==> src/rtl/abc_seq_scheduler.sv <==
// Round-robin scheduler that shares one a->b->c phase-pulse datapath among NREQ requesters.
// Each grant runs a single a ##1 b ##1 c sequence, followed by GAP forced idle cycles.
module abc_seq_scheduler #(
    parameter int unsigned NREQ = 2,
    parameter int unsigned GAP  = 1
) (
    input  logic                    clk,
    input  logic                    rst,
    input  logic [NREQ-1:0]         req,
    input  logic                    abort,
    output logic [NREQ-1:0]         gnt,
    output logic [$clog2(NREQ)-1:0] grant_id,
    output logic                    a,
    output logic                    b,
    output logic                    c,
    output logic                    done,
    output logic                    busy
);

    localparam int unsigned IDW      = $clog2(NREQ);
    localparam logic [3:0]  GAP_LOAD = (GAP > 0) ? 4'(GAP - 1) : 4'd0;

    typedef enum logic [2:0] {
        IDLE,
        PH_A,
        PH_B,
        PH_C,
        PH_GAP
    } state_t;

    state_t          r_state;
    logic [NREQ-1:0] r_gnt;
    logic [IDW-1:0]  r_grant_id;
    logic [IDW-1:0]  r_last;
    logic [3:0]      r_gap_cnt;
    logic            r_a, r_b, r_c, r_done, r_busy;

    logic [IDW-1:0]  w_win;
    logic [IDW-1:0]  w_idx;
    logic            w_found;

    // Search starts one past the previous winner so every requester gets a turn.
    always_comb begin
        w_win   = '0;
        w_idx   = '0;
        w_found = 1'b0;
        for (int unsigned i = 1; i <= NREQ; i++) begin
            w_idx = IDW'((32'(r_last) + i) % NREQ);
            if (!w_found && req[w_idx]) begin
                w_win   = w_idx;
                w_found = 1'b1;
            end
        end
    end

    always_ff @(posedge clk) begin
        if (rst) begin
            r_state    <= IDLE;
            r_gnt      <= '0;
            r_grant_id <= '0;
            r_last     <= IDW'(NREQ - 1);
            r_gap_cnt  <= '0;
            r_a        <= 1'b0;
            r_b        <= 1'b0;
            r_c        <= 1'b0;
            r_done     <= 1'b0;
            r_busy     <= 1'b0;
        end else begin
            case (r_state)
                IDLE: begin
                    if (w_found) begin
                        r_state    <= PH_A;
                        r_gnt      <= NREQ'(1) << w_win;
                        r_grant_id <= w_win;
                        r_last     <= w_win;
                        r_a        <= 1'b1;
                        r_busy     <= 1'b1;
                    end
                end
                PH_A, PH_B: begin
                    r_a <= 1'b0;
                    if (abort) begin
                        // Aborted sequences take the same exit path as a completed one.
                        r_gnt     <= '0;
                        r_b       <= 1'b0;
                        r_gap_cnt <= GAP_LOAD;
                        r_busy    <= (GAP > 0);
                        r_state   <= (GAP > 0) ? PH_GAP : IDLE;
                    end else if (r_state == PH_A) begin
                        r_state <= PH_B;
                        r_b     <= 1'b1;
                    end else begin
                        r_state <= PH_C;
                        r_b     <= 1'b0;
                        r_c     <= 1'b1;
                        r_done  <= 1'b1;
                    end
                end
                PH_C: begin
                    r_gnt     <= '0;
                    r_c       <= 1'b0;
                    r_done    <= 1'b0;
                    r_gap_cnt <= GAP_LOAD;
                    r_busy    <= (GAP > 0);
                    r_state   <= (GAP > 0) ? PH_GAP : IDLE;
                end
                PH_GAP: begin
                    if (r_gap_cnt == '0) begin
                        r_state <= IDLE;
                        r_busy  <= 1'b0;
                    end else begin
                        r_gap_cnt <= r_gap_cnt - 4'd1;
                    end
                end
                default: begin
                    r_state <= IDLE;
                    r_gnt   <= '0;
                    r_a     <= 1'b0;
                    r_b     <= 1'b0;
                    r_c     <= 1'b0;
                    r_done  <= 1'b0;
                    r_busy  <= 1'b0;
                end
            endcase
        end
    end

    assign gnt      = r_gnt;
    assign grant_id = r_grant_id;
    assign a        = r_a;
    assign b        = r_b;
    assign c        = r_c;
    assign done     = r_done;
    assign busy     = r_busy;

endmodule
==> config.mk <==
export PLATFORM = sky130hd
export DESIGN_NAME = abc_seq_scheduler
export DESIGN_NICKNAME = d
export VERILOG_FILES = /design/src/rtl/abc_seq_scheduler.sv
export SDC_FILE = /design/constraint.sdc
export NUM_CORES = 1
export LEC_CHECK = 0
export CORE_MARGIN = 10
export CORE_UTILIZATION = 41
export CTS_BUF_LIST = sky130_fd_sc_hd__clkbuf_4
export DETAILED_ROUTE_END_ITERATION = 6
export GPL_ROUTABILITY_DRIVEN = 0
export HOLD_SLACK_MARGIN = 0.02
export SETUP_SLACK_MARGIN = 0.1
export SLEW_MARGIN = 20
export SYNTH_ARGS = -nofsm -noshare
export SYNTH_HDL_FRONTEND = slang
export SYNTH_SLANG_ARGS = --single-unit
==> constraint.sdc <==
create_clock -name clk -period 1.82 [get_ports clk]
set_input_delay 0.364 -clock clk [delete_from_list [all_inputs] [get_ports clk]]
set_output_delay 0.364 -clock clk [all_outputs]
set_load 0.01 [all_outputs]
==> run summary <==
The number of global-route vias before repair was 628. On the final layout, the worst clock skew is 4.811 ps. The run finished with clean final reports. For the clock latency on the worst-skew pair, the log shows 280 ps. Leaving out fill and tap cells, the most frequent cells in the layout are dfxtp_1 (15), clkdlybuf4s50_1 (12), nand2_1 (8), nor2_1 (7), a21oi_1 (7). The number of ports placed on the die boundary was 13; the depth of the worst register-to-register path was 6. Final hold analysis gives a worst-case slack of 467.0 ps. Synthesis produced a netlist with a net count of 93. Walking the worst path, the cells encountered are clkdlybuf4s50_1. The path with the worst hold slack has its endpoint at grant_id$_SDFFE_PP0P_. The routed layout has 645 vias. IR analysis of the VDD net gives a maximum drop of 710.2 µV.

The nature of the critical path endpoint is an output pin. The synthesized design contains 0 enable-type register cells. The tools report the final max-slew violation count as 0. Entering global routing, the biggest net connects 13 pins. The worst register-to-register path ends at busy$_SDFFE_PP0P_.

Leaving out fill and tap cells, the most frequent cell in the layout is dfxtp_1. The launch point of the worst reg-to-reg path is r_gap_cnt[0]$_SDFFE_PP0P_. The total of max-cap violations came out at 0.

For the proportion of synthesized chip area in sequential cells, the log shows 0.3877. The total of warnings raised by yosys was 0. After synthesis, the cell types taking the most area are dfxtp_1 (39%), mux2i_1 (5.2%), a21oi_1 (4.5%). For the setup-violating endpoint count in the final report, the log shows 0.

Once detail routing completed, the nets flagged for antenna violations numbered 0. Dividing the synthesized area by the synthesized cell count gives 8.902 µm². The area share of the largest cell type after synthesis was 0.3877; the total detailed-routing wirelength was 1.531 mm. The count of cells in the finished layout, fillers not included, comes to 128. Derived from the worst setup path, the maximum achievable clock frequency is 0.6482 GHz.

Among cell families on the critical path, the largest total delay comes from buffers and inverters. The clock tree root driver cell was clkbuf_4. The first global-routing pass estimated 2.691 mm of wire.

The chip width is 63.46 µm. Launching element of the worst setup path: b$_SDFFE_PP0N_. The logs give 0.07956 for the global-route usage over all layers and 1.208 mm for the detailed-placement wirelength estimate. The share of the cycle needed by the critical path after routing is 0.8476, and the maximum single-stage delay on the critical path is 540 ps.

0 antenna diodes ended up in the layout. Counting instances, the worst hold path has a depth of 2. For this run, design rule violations remaining after detail routing come to 0. Across all setup checks in the final design, the least slack found is 277.4 ps. The net count of the finished layout is 110. Dividing the detail-routed via count by the number of cells gives 5.039. Number of buffers on the longest clock path: 2. The logs give 7 for the initial detailed-routing violation count and 15 for the number of sinks on the clock net.

The first detailed-routing pass ran for 4 iterations. Synthesis inferred 15 register bits. Power spread over the standard cell area amounts to 1493 nW/µm². Kind of path behind the tightest hold check: flop to flop. The critical path required time was 1460 ps; the die area was 4027 µm². The fraction of final layout cells sized beyond drive strength 1 came out at 0.1553. Die extent in y: 63.46 µm. Data arrives at the worst endpoint at 1180 ps.

The mapped netlist covers 774.5 µm². The number of hold buffers added after CTS was 0. Summing internal, switching and leakage power gives 1.416 mW. Post-synthesis cell type with the largest combined area: dfxtp_1.

The number of gates given a new drive strength after cts was 0; the post-synthesis to final-layout area growth was 22.46%. Share of flip-flops with an asynchronous set or reset after synthesis: 0. The run gives 0 as the final number of hold-violating endpoints.

The core region is 1764 µm². Counting tap cells, the placed design contains a total of 124 instances. Largest driver fanout on the critical path: 3.

The worst setup path is of the flop to output pin kind. Synthesis instantiated 35 different standard cells from the library. At the pin with the least slew margin, the transition time is 387.4 ps.

The total overflow left after global routing is 0. The tools report the number of levels in the clock H-tree as 1. The number of antenna violations at the first check in global routing came out at 0. The cell with the biggest individual delay on the critical path is clkdlybuf4s50_1. The worst path in the final design needs a cycle of 1543 ps, including I/O delays and setup.

The worst setup path is launched from a flop. The prevailing post-synth register cell is dfxtp_1. Setup repair after global routing left no endpoint under its margin. Before CTS, the worst setup slack after placement is 97.77 ps. In this run the register-to-register setup slack is 320 ps. The number of clock buffers inserted by TritonCTS is 3, and the normalized max-slew margin is 0.7414.

TritonCTS built the clock tree. The effective utilization at floorplan was 0.4390. The initialized floorplan defines 15 standard-cell rows. The final total negative setup slack was 0 ps. The routed wirelength normalized by instance count was 11.96 µm.

Clock-pin slew was measured on the worst setup and hold paths at 90 ps. The number of buffers added on ports works out to 12. The worst path buffer plus inverter count came out at 1.

Synthesis produced 87 cells. In this run the most critical hold path is launched from grant_id$_SDFFE_PP0P_. Post-CTS timing repair inserted 0 buffers for setup.

For the leakage power, the log shows 0.3894 nW.
-- final cells by class --
| cell class | instances | area [µm²] |
|---|---|---|
| tap | 25 | 31.28 |
| inverter | 4 | 15.01 |
| sequential | 15 | 300.3 |
| multi-input combinational | 63 | 414.1 |
| fill | 186 | 815.8 |
| timing repair buffer | 17 | 157.7 |
| clock buffer | 4 | 30.03 |
-- tightest hold or removal path, cell delays in order, from the launching register on --
cell	delay (ps)
dfxtp_1	320
nand2_1	50
a21oi_1	50
-- through the flow --
stage                     cell area [µm²]    util
after floorplan                     774.5       -
after global placement              918.4  0.5206
after detailed placement            918.4  0.5206
after CTS                           948.4  0.5376
after global routing                948.4  0.5376
final                               948.4  0.5376
-- worst max path at each step --
stage               slack [ps]  cells after the start                   endpoint
floorplan                  430                      6          busy$_SDFFE_PP0P_
finish                     280                      1                          b
CTS                        260                      1                          b
detailed placement         100                      6  r_gap_cnt[3]$_SDFFE_PP0P_
global route               200                      6          busy$_SDFFE_PP0P_
global placement           130                      6  r_gap_cnt[2]$_SDFFE_PP0P_
-- routing by layer --
metal | track usage | wire length (µm)
met5 | 0 | 0
met2 | 0.1269 | 699
met1 | 0.09073 | 717
met4 | 0.01639 | 13
met3 | 0.04417 | 101
-- where the power goes --
part	internal, mW	total [mW]	switching (mW)
Sequential	0.429	0.514	0.0855
Combinational	0.354	0.700	0.346
Clock	0.0999	0.201	0.101
Total	0.883	1.42	0.532
-- flip-flops by register name, summed over array words and instances (netlist names) --
name,flops
r_gap_cnt,4
grant_id,1
r_last,1
b,1
a,1
r_state,3
done,1
gnt,2
busy,1
-- cell families (layout without fill, tap and decap cells) --
logic type,after synthesis,in the layout,share of synthesized area
xor gates and xnor gates,1,1,0.01131
AOI/OAI and AO/OA,24,24,0.2246
DFF,15,15,0.3877
buffers and inverters,9,25,0.07753
muxes,4,4,0.05170
and+or+nand+nor,32,32,0.2165
adders and majority gates,2,2,0.03069
-- synth_stat cells, drive strengths merged (2+ instances only) --
master and count:
o21bai 3, mux2i 4, nor2 7, buf 4, inv 4, nand2b 2, dfxtp 15, a211o 2
o21ai 6, a21oi 7, and3 2, nand3 2, nor3 4, nand2 9
No activity file was read; power rests on OpenSTA's default activity.
